===== src/rtl/v3a_shift_queue_ctrl.sv =====
// Multi-queue shifting buffer: tail append, oldest-matching-tag dequeue with
// forward compaction of all younger entries.

module v3a_shift_queue_slot #(
    parameter int p_ptrwidth  = 5,
    parameter int p_chanwidth = 32
) (
    input  logic                   clk,
    input  logic                   rst,
    input  logic                   flush,
    input  logic                   wr,
    input  logic [1:0]             shift,
    input  logic [p_ptrwidth-1:0]  wr_ptr,
    input  logic [p_chanwidth-1:0] wr_data,
    input  logic [p_ptrwidth-1:0]  nxt_ptr,
    input  logic [p_chanwidth-1:0] nxt_data,
    input  logic                   nxt_occ,
    output logic [p_ptrwidth-1:0]  ptr,
    output logic [p_chanwidth-1:0] data,
    output logic                   occ
);
    localparam logic [1:0] SH_FWD = 2'b01;

    // A tail write beats the forward load so a same-cycle enq lands in the
    // slot vacated by compaction.
    always_ff @(posedge clk) begin
        if (rst) begin
            ptr  <= '0;
            data <= '0;
            occ  <= 1'b0;
        end else if (flush) begin
            occ  <= 1'b0;
        end else if (wr) begin
            ptr  <= wr_ptr;
            data <= wr_data;
            occ  <= 1'b1;
        end else if (shift == SH_FWD) begin
            ptr  <= nxt_ptr;
            data <= nxt_data;
            occ  <= nxt_occ;
        end
    end
endmodule

module v3a_shift_queue_ctrl #(
    parameter int p_depth     = 8,
    parameter int p_ptrwidth  = 5,
    parameter int p_chanwidth = 32,
    parameter int p_cntwidth  = $clog2(p_depth + 1)
) (
    input  logic                   clk,
    input  logic                   rst,
    input  logic                   flush,
    input  logic                   enq_val,
    output logic                   enq_rdy,
    input  logic [p_ptrwidth-1:0]  enq_ptr,
    input  logic [p_chanwidth-1:0] enq_data,
    input  logic                   deq_req,
    input  logic [p_ptrwidth-1:0]  deq_ptr,
    output logic                   deq_val,
    output logic [p_chanwidth-1:0] deq_data,
    output logic [p_cntwidth-1:0]  count,
    output logic                   full,
    output logic                   empty
);
    localparam int p_idxw = $clog2(p_depth);
    // REV (2'b10) exists in the slot encoding but is never generated here.
    localparam logic [1:0] SH_IDLE = 2'b00;
    localparam logic [1:0] SH_FWD  = 2'b01;

    logic [p_depth-1:0][p_ptrwidth-1:0]  ptr_q, nxt_ptr;
    logic [p_depth-1:0][p_chanwidth-1:0] data_q, nxt_data;
    logic [p_depth-1:0]                  occ_q, nxt_occ, match, wr;
    logic [p_depth-1:0][1:0]             shift;
    logic [p_cntwidth-1:0]               count_q;
    logic [p_idxw-1:0]                   k;
    logic                                deq_fire, enq_fire;

    assign count    = count_q;
    assign full     = (count_q == p_cntwidth'(p_depth));
    assign empty    = (count_q == '0);
    assign enq_rdy  = !full;
    assign deq_val  = deq_req && (|match);
    assign deq_fire = deq_val;
    assign enq_fire = enq_val && enq_rdy;

    // Descending scan so the lowest (oldest) matching slot wins.
    always_comb begin
        k        = '0;
        deq_data = '0;
        for (int i = p_depth - 1; i >= 0; i--)
            if (match[i]) k = p_idxw'(i);
        if (deq_val) deq_data = data_q[k];
    end

    for (genvar i = 0; i < p_depth; i++) begin : g_slot
        if (i == p_depth - 1) begin : g_last
            assign nxt_ptr[i]  = '0;
            assign nxt_data[i] = '0;
            assign nxt_occ[i]  = 1'b0;
        end else begin : g_mid
            assign nxt_ptr[i]  = ptr_q[i+1];
            assign nxt_data[i] = data_q[i+1];
            assign nxt_occ[i]  = occ_q[i+1];
        end

        assign match[i] = occ_q[i] && (ptr_q[i] == deq_ptr);
        assign shift[i] = (deq_fire && (p_idxw'(i) >= k)) ? SH_FWD : SH_IDLE;
        // Tail is slot count, or count-1 once the dequeue has compacted.
        assign wr[i]    = enq_fire &&
                          (count_q == (deq_fire ? p_cntwidth'(i + 1) : p_cntwidth'(i)));

        v3a_shift_queue_slot #(
            .p_ptrwidth (p_ptrwidth),
            .p_chanwidth(p_chanwidth)
        ) u_slot (
            .clk     (clk),
            .rst     (rst),
            .flush   (flush),
            .wr      (wr[i]),
            .shift   (shift[i]),
            .wr_ptr  (enq_ptr),
            .wr_data (enq_data),
            .nxt_ptr (nxt_ptr[i]),
            .nxt_data(nxt_data[i]),
            .nxt_occ (nxt_occ[i]),
            .ptr     (ptr_q[i]),
            .data    (data_q[i]),
            .occ     (occ_q[i])
        );
    end

    always_ff @(posedge clk) begin
        if (rst || flush)
            count_q <= '0;
        else if (enq_fire && !deq_fire)
            count_q <= count_q + 1'b1;
        else if (deq_fire && !enq_fire)
            count_q <= count_q - 1'b1;
    end
endmodule


===== config.mk =====
export PLATFORM = sky130hd
export DESIGN_NAME = v3a_shift_queue_ctrl
export DESIGN_NICKNAME = d
export VERILOG_FILES = /design/src/rtl/v3a_shift_queue_ctrl.sv
export SDC_FILE = /design/constraint.sdc
export NUM_CORES = 1
export LEC_CHECK = 0
export ABC_AREA = 1
export CAP_MARGIN = 20
export CORE_ASPECT_RATIO = 1.5
export CORE_MARGIN = 2
export CORE_UTILIZATION = 40
export CTS_BUF_LIST = sky130_fd_sc_hd__clkbuf_2 sky130_fd_sc_hd__clkbuf_4 sky130_fd_sc_hd__clkbuf_8
export CTS_CLUSTER_DIAMETER = 200
export DETAILED_ROUTE_END_ITERATION = 10
export PLACE_DENSITY = 0.67
export SLEW_MARGIN = 20
export SYNTH_ARGS = -nofsm -noshare
export SYNTH_HDL_FRONTEND = slang
export SYNTH_SLANG_ARGS = --single-unit

===== constraint.sdc =====
create_clock -name clk -period 5.09 [get_ports clk]
set_input_delay 1.2725 -clock clk [delete_from_list [all_inputs] [get_ports clk]]
set_output_delay 1.2725 -clock clk [all_outputs]
set_load 0.1 [all_outputs]

==> impl_table.tex, run 1 <==
\begin{tabular}{lr}
\hline
Metric & Value \\
\hline
\multicolumn{2}{l}{\textbf{Floorplan}} \\
Std-Cell Core Area & 0.0446 sq mm \\
Overall die area & about 0.047 sq mm \\
Height of the die & 263 microns \\
Row count & 95 \\
Initial core utilization & 0.402 \\
I/O pin total & 87 \\
Die extent in x & 177 microns \\
\multicolumn{2}{l}{\textbf{Clock tree}} \\
CTS clock-pin slew for the worst setup and hold paths & $\sim$0.06 ns \\
CTS tree & built \\
Maximum buffer depth of the clock tree & 3 \\
Number of clock sinks seen by CTS & 308 \\
Hold buffer count at cts & 0 \\
Clock Latency Late Sink & between 0.6 and 0.7 ns \\
Num CTS Buffers & 50 \\
Depth of the CTS H-tree & 2 \\
Root Driver & sky130\_fd\_sc\_hd\_\_clkbuf\_8 \\
\multicolumn{2}{l}{\textbf{Synthesis}} \\
Syn\_nets & 3065 \\
Post-Syn Area & 0.0179 sq mm \\
Cell variety after synth & 31 \\
Number of synthesized register bits & between 300 and 400 \\
Proportion of synthesized chip area in sequential cells & 0.344 \\
Post-Syn Instances & 3014 \\
Count of warnings emitted by yosys & 0 \\
Mean cell area of the mapped netlist & 5.95 sq um \\
\multicolumn{2}{l}{\textbf{Global route}} \\
Overflow left after global routing & 0 \\
Via count of the first global-routing pass & 19000 \\
First-pass GRT wire length & 102000 microns \\
Largest net degree at the start of global routing & 131 \\
Initial antenna violation count & 1 \\
Global router's overall resource usage & 0.276 \\
\multicolumn{2}{l}{\textbf{Timing}} \\
Min Clock Period, post-route & 4.99 ns \\
Final count of negative-setup-slack endpoints & 0 \\
Maximum frequency from static timing analysis & between 200 and 250 MHz \\
Pins Over Slew Limit & 0 \\
Sum of negative setup slack & 0 ns \\
Max Clock Skew & 0.0290 ns \\
Fin crit share & 0.980 \\
Max\_slew headroom & 0.222 \\
Transition time at the pin with the least slew margin & 1.17 ns \\
Tightest hold margin & 0.483 ns \\
Final hold violation count & 0 \\
\multicolumn{2}{l}{\textbf{Final layout}} \\
Leading cell types in the layout, fill and taps excluded & sky130\_fd\_sc\_hd\_\_nand2\_1 (929), sky130\_fd\_sc\_hd\_\_nor2\_1 (477), sky130\_fd\_sc\_hd\_\_dfxtp\_1 (308), sky130\_fd\_sc\_hd\_\_o21ai\_0 (300), sky130\_fd\_sc\_hd\_\_inv\_1 (259) \\
Final instance area & 0.0211 sq mm \\
Number of filler instances in the final layout & around 4500 \\
Multi-input logic area & 0.00984 sq mm \\
Footprint of the flip-flops and latches & 0.00617 sq mm \\
Most common library cell in the layout ignoring fill and taps & sky130\_fd\_sc\_hd\_\_nand2\_1 \\
Area Growth Syn to Fin & 17.7\% \\
Fraction of final layout cells sized beyond drive strength 1 & 0.0958 \\
Final layout net count & just over 3000 \\
\multicolumn{2}{l}{\textbf{Status}} \\
Status & complete, no violations \\
\multicolumn{2}{l}{\textbf{Placed design}} \\
Placed wire-length estimate & 40100 microns \\
Count of buffers from port buffering & 86 \\
Routability cong. & 0.961 \\
Area post-placement & 0.0199 sq mm \\
\multicolumn{2}{l}{\textbf{Pwr}} \\
Part of the power in registers & 0.464 \\
Design Power & 5.38 mW \\
Clock power share & 0.429 \\
Pint & 3.88 mW \\
Worst VDD drop & 146 uV \\
Sw Pwr & 1.50 mW \\
Net switching share of the total power & 0.279 \\
Power density relative to cell area & around 250 mW/mm\^{}2 \\
Pleak & a little under 10 nW \\
Logic pwr share & 0.107 \\
\multicolumn{2}{l}{\textbf{Worst setup path}} \\
Setup slack on the worst flop-to-flop path & 1.91 ns \\
Worst-path cell with the longest stage delay & sky130\_fd\_sc\_hd\_\_bufbuf\_16 \\
Launching instance or port of the critical path & deq\_ptr[1] \\
Reg2Reg Depth & 19 \\
Worst endpoint required time & around 3.8 ns \\
Crit Reg-Reg Endpoint & g\_slot[0].u\_slot.data[13]\$\_SDFFE\_PP0P\_ \\
Biggest cell delay along the critical path & 0.32 ns \\
Crit path arrival time & between 3 and 4 ns \\
Critical R2R Launch & g\_slot[4].u\_slot.ptr[0]\$\_SDFFE\_PP0P\_ \\
Worst setup path endpoint & deq\_data[31] \\
Setup crit end kind & output port \\
Crit-path max FO & 14 \\
CP cell instances & dlygate4sd2\_1 -> buf\_4 -> nand2\_1 -> nand2\_1 -> nor2\_1 -> nand3\_2 -> nand2\_2 -> nor2\_4 -> o21ai\_2 -> inv\_2 -> nand2\_4 -> bufbuf\_16 -> nor2\_1 -> a21oi\_1 -> o2111ai\_1 -> nand2\_2 -> buf\_12 \\
Critical Setup Path Class & in -> out \\
Sort of element at the start of the critical path & input port \\
\multicolumn{2}{l}{\textbf{Route}} \\
Pre-antenna DRT Iters & 8 \\
Total routed wirelength & 65200 microns \\
Number of vias per cell after detailed routing & 5.46 \\
Initial DRC Count & 1803 \\
Final routed DRC violation total & 0 \\
Antenna Nets Post-Route & 0 \\
Avg WL per Cell & 17.8 microns \\
Vias after detailed routing & 20000 \\
\multicolumn{2}{l}{\textbf{Flow run}} \\
Max capacitance violation total & 0 \\
\multicolumn{2}{l}{\textbf{Worst hold path}} \\
Cell depth of the worst min-delay path & 2 \\
Tightest Hold Check Type & reg -> reg \\
\hline
\end{tabular}
[through the flow]
stage,std cells,worst slack (ns),utilization
global placement,3567,-0.156,0.446
detailed placement,3567,-0.181,0.446
CTS,3660,0.0531,0.472
floorplan,3014,0.0899,-
global route,3662,-0.00101,0.473
finish,3662,0.102,0.473
[worst max-delay path, delay by kind of cell]
family | cells | cell delay [ns]
buffers and inverters | 5 | 1.07
AOI/OAI and AO/OA | 3 | 0.40
and+or+nand+nor | 9 | 0.96
[cells by family (layout without fill, tap and decap cells)]
kind of cell	count (synthesis)	count (layout)	synth area share
AND/OR/NAND/NOR	1648	1648	0.367
adder cells (fa/ha/maj)	4	4	0.00321
XOR/XNOR	1	1	0.000488
other	0	1	0
buffers and inverters	486	551	0.115
flip-flops	308	308	0.344
AO/OA/AOI/OAI	567	567	0.171
[worst min path at each step]
stage                                                       from  slack [ns]                                endpoint
after floorplan                g_slot[7].u_slot.occ$_SDFFE_PP0N_        0.45       g_slot[7].u_slot.occ$_SDFFE_PP0N_
after global placement    g_slot[5].u_slot.data[11]$_SDFFE_PP0P_        0.47  g_slot[5].u_slot.data[11]$_SDFFE_PP0P_
after detailed placement   g_slot[5].u_slot.data[2]$_SDFFE_PP0P_        0.47   g_slot[5].u_slot.data[2]$_SDFFE_PP0P_
after CTS                  g_slot[5].u_slot.data[2]$_SDFFE_PP0P_        0.48   g_slot[5].u_slot.data[2]$_SDFFE_PP0P_
after global routing       g_slot[5].u_slot.data[2]$_SDFFE_PP0P_        0.50   g_slot[5].u_slot.data[2]$_SDFFE_PP0P_
final                      g_slot[5].u_slot.data[2]$_SDFFE_PP0P_        0.48   g_slot[5].u_slot.data[2]$_SDFFE_PP0P_
[repair_timing]
item / in CTS / in global routing
pin swaps: 6 / 3
hold endpoints to repair: 0 / 0
gates cloned: 3 / 0
resized for setup: 20 / 9
setup buffers: 1 / 1
endpoints found under the setup margin: 32 / 32
[layer usage]
layer | track usage | vias to the layer above | wire length (microns)
li1 | - | 9607 | -
met1 | 0.324 | 9195 | 25200
met5 | 0 | - | 0
met4 | 0.145 | 0 | 3150
met3 | 0.0374 | 234 | 5340
met2 | 0.483 | 948 | 31600
[cell type report]
type,count,share of cell area
clock inverter,5,0.00160
clock buffer,84,0.0480
tap,582,0.0345
timing repair inverter,1,0.000356
antenna,1,0.000119
timing repair buffer,189,0.108
inverter,272,0.0487
multi-input combinational,2220,0.466
sequential,308,0.292
[flip-flops by register name, summed over array words and instances, names as in the netlist]
| signal | cells |
|---|---|
| g_slot.u_slot.data | 256 |
| g_slot.u_slot.occ | 8 |
| count | 4 |
| g_slot.u_slot.ptr | 40 |
[synth_stat cells (all sizes together)]
master / n / share of area
buf: 116 / 0.038
a211oi: 2 / 0.00084
nand3b: 1 / 0.00042
inv: 272 / 0.057
nor3: 65 / 0.018
o21ai: 328 / 0.092
o2111ai: 32 / 0.016
clkbuf: 98 / 0.021
nand2: 958 / 0.20
a21oi: 173 / 0.049
xor2: 1 / 0.00049
o211ai: 32 / 0.013
fa: 1 / 0.0011
nor2: 484 / 0.10
ha: 3 / 0.0021
nand3: 102 / 0.030
dfxtp: 308 / 0.34
nand4: 38 / 0.013
[power groups by stage]
stage               logic, mW  clock network (mW)  registers [mW]
CTS                     0.565                2.34            2.49
finish                  0.575                2.31            2.49
floorplan               0.360                   0            2.55
global route            0.633                2.43            2.50
global placement        0.553                   0            2.55
detailed placement      0.562                   0            2.55
(Power assumes the default switching activity.)
==> run 2: changes to the inputs <==
Settings changed: CTS_CLUSTER_SIZE set to 24.
==> run 2 against run 1 <==
Global-route usage decreased by 0.70 points. Clock power shrank 50%. Flip-flop and latch count stayed put. Largest cell class unchanged.
==> impl_table.tex, run 2 (synthesis results as in run 1) <==
\begin{tabular}{lr}
\hline
Metric & Value \\
\hline
\multicolumn{2}{l}{\textbf{Worst setup path}} \\
Launching instance or port of the critical path & deq\_ptr[1] \\
Crit-path max FO & 20 \\
Critical R2R Launch & g\_slot[1].u\_slot.ptr[1]\$\_SDFFE\_PP0P\_ \\
Setup slack on the worst flop-to-flop path & 1.91 ns \\
Worst endpoint required time & 3.82 ns \\
Setup crit end kind & output port \\
Crit Reg-Reg Endpoint & g\_slot[0].u\_slot.data[13]\$\_SDFFE\_PP0P\_ \\
Critical Setup Path Class & in -> out \\
Reg2Reg Depth & 19 \\
Crit path arrival time & 3.71 ns \\
Sort of element at the start of the critical path & input port \\
\multicolumn{2}{l}{\textbf{Timing}} \\
Min Clock Period, post-route & 4.98 ns \\
Max Clock Skew & 0.0343 ns \\
Maximum frequency from static timing analysis & 201 MHz \\
Final count of negative-setup-slack endpoints & 0 \\
Fin crit share & 0.978 \\
Sum of negative setup slack & 0 ns \\
Max\_slew headroom & 0.246 \\
Tightest hold margin & 0.494 ns \\
Worst-case setup margin in the final layout & 0.110 ns \\
Transition time at the pin with the least slew margin & between 1 and 1.5 ns \\
Unrepaired setup endpoints after global routing & true \\
Final hold violation count & 0 \\
Pins Over Slew Limit & 0 \\
\multicolumn{2}{l}{\textbf{Placed design}} \\
Routability cong. & 0.961 \\
\# placed instances & 3567 \\
Count of buffers from port buffering & 86 \\
Placement Setup Slack & -0.181 ns \\
Placed wire-length estimate & 40100 microns \\
Area post-placement & between 0.015 and 0.02 sq mm \\
\multicolumn{2}{l}{\textbf{Route}} \\
Avg WL per Cell & 17.8 microns \\
Vias after detailed routing & 19600 \\
Number of vias per cell after detailed routing & 5.46 \\
Final routed DRC violation total & 0 \\
Initial DRC Count & 1836 \\
Antenna Nets Post-Route & 0 \\
Pre-antenna DRT Iters & 6 \\
Total routed wirelength & 63800 microns \\
\multicolumn{2}{l}{\textbf{Floorplan}} \\
Die extent in x & 177 microns \\
Row count & 95 \\
Initial core utilization & 0.402 \\
Height of the die & 263 microns \\
I/O pin total & just under 90 \\
Overall die area & 0.0466 sq mm \\
Std-Cell Core Area & 0.0446 sq mm \\
\multicolumn{2}{l}{\textbf{Global route}} \\
Global router's overall resource usage & 0.269 \\
First-pass GRT wire length & between 90000 and 100000 microns \\
Initial antenna violation count & 1 \\
Overflow left after global routing & 0 \\
Via count of the first global-routing pass & roughly 19000 \\
Largest net degree at the start of global routing & roughly 130 \\
\multicolumn{2}{l}{\textbf{Status}} \\
Status & complete, no violations \\
\multicolumn{2}{l}{\textbf{Worst hold path}} \\
Cell depth of the worst min-delay path & 2 \\
End point of the most critical hold path & g\_slot[5].u\_slot.data[11]\$\_SDFFE\_PP0P\_ \\
Start point of the worst hold path & g\_slot[5].u\_slot.data[11]\$\_SDFFE\_PP0P\_ \\
Tightest Hold Check Type & reg -> reg \\
\multicolumn{2}{l}{\textbf{Flow run}} \\
Max capacitance violation total & 0 \\
\multicolumn{2}{l}{\textbf{Clock tree}} \\
Maximum buffer depth of the clock tree & 3 \\
Clock Latency Late Sink & 0.61 ns \\
Post-CTS setup buffer count & 0 \\
Num CTS Buffers & 16 \\
Root Driver & sky130\_fd\_sc\_hd\_\_clkbuf\_8 \\
Hold buffer count at cts & 0 \\
Depth of the CTS H-tree & 1 \\
Number of clock sinks seen by CTS & 308 \\
CTS clock-pin slew for the worst setup and hold paths & 0.14 ns \\
CTS tree & built \\
\multicolumn{2}{l}{\textbf{Final layout}} \\
Area Growth Syn to Fin & 12.9\% \\
Fraction of final layout cells sized beyond drive strength 1 & 0.0742 \\
Number of filler instances in the final layout & between 4000 and 5000 \\
Final instance area & roughly 0.020 sq mm \\
Most common library cell in the layout ignoring fill and taps & sky130\_fd\_sc\_hd\_\_nand2\_1 \\
Final std cells w/o fill & between 3000 and 4000 \\
Reg with most FFs & g\_slot.u\_slot.data \\
Leading cell types in the layout, fill and taps excluded & sky130\_fd\_sc\_hd\_\_nand2\_1 (929), sky130\_fd\_sc\_hd\_\_nor2\_1 (477), sky130\_fd\_sc\_hd\_\_dfxtp\_1 (308), sky130\_fd\_sc\_hd\_\_o21ai\_0 (299), sky130\_fd\_sc\_hd\_\_inv\_1 (259) \\
Number of flip-flops under the largest register name & about 260 \\
Final layout net count & 3056 \\
Regs by FF count & g\_slot.u\_slot.data x256, g\_slot.u\_slot.ptr x40, g\_slot.u\_slot.occ x8 \\
Post-Route Utilization & 0.454 \\
\multicolumn{2}{l}{\textbf{Pwr}} \\
Pleak & 9.19 nW \\
Worst VDD drop & 146 uV \\
Power density relative to cell area & $\sim$210 mW/mm\^{}2 \\
Design Power & 4.23 mW \\
\hline
\end{tabular}
==> run 2: critical path: stages <==
cell and delay [ns]:
sky130_fd_sc_hd__dlygate4sd2_1 0.27, sky130_fd_sc_hd__buf_4 0.17, sky130_fd_sc_hd__nand2_1 0.06, sky130_fd_sc_hd__nand2_1 0.06
sky130_fd_sc_hd__nor2_1 0.15, sky130_fd_sc_hd__nand3_2 0.15, sky130_fd_sc_hd__nand2_2 0.13, sky130_fd_sc_hd__nor2_4 0.06
sky130_fd_sc_hd__o21ai_2 0.08, sky130_fd_sc_hd__inv_2 0.12, sky130_fd_sc_hd__nand2_4 0.14, sky130_fd_sc_hd__buf_6 0.23
sky130_fd_sc_hd__nor2_1 0.06, sky130_fd_sc_hd__nor3_1 0.24, sky130_fd_sc_hd__o211ai_1 0.15, sky130_fd_sc_hd__nand2_2 0.16
sky130_fd_sc_hd__buf_12 0.19
==> run 2: power by group <==
part           internal (mW)  switching (mW)
Clock                  0.358           0.805
Sequential              2.46          0.0323
Combinational          0.166           0.407
Total                   2.99            1.24
==> run 2: how the worst max path moves through the flow <==
stage	to	slack (ns)	depth (start not counted)
floorplan	deq_data[22]	0.09	16
global placement	deq_data[7]	-0.16	16
detailed placement	deq_data[7]	-0.18	15
CTS	deq_data[17]	0.06	17
global route	deq_data[18]	-0.005	15
finish	deq_data[30]	0.11	17
==> run 2: repair_timing <==
| item | 4_1_cts | 5_1_grt |
|---|---|---|
| pin swaps | 5 | 3 |
| setup endpoints to repair | 32 | 32 |
| cloned | 2 | 0 |
| hold endpoints to repair | 0 | 0 |
| resized for setup | 18 | 10 |
==> run 2: layer usage <==
metal | up-vias | track usage | wire length (microns)
met5 | - | 0 | 0
met3 | 204 | 0.0295 | 4600
met4 | 0 | 0.136 | 2940
met2 | 846 | 0.469 | 31000
met1 | 9053 | 0.324 | 25300
li1 | 9481 | - | -
==> run 2: layout make-up <==
cell class | count | area (sq um) | share of cell area
antenna | 1 | 2.50 | 0.000124
clock buffer | 17 | 234 | 0.0116
clock inverter | 1 | 30.0 | 0.00148
inverter | 272 | 1030 | 0.0508
multi-input combinational | 2220 | 9850 | 0.486
sequential | 308 | 6170 | 0.305
tap | 582 | 728 | 0.0360
timing repair buffer | 186 | 2210 | 0.109
timing repair inverter | 1 | 7.51 | 0.000371
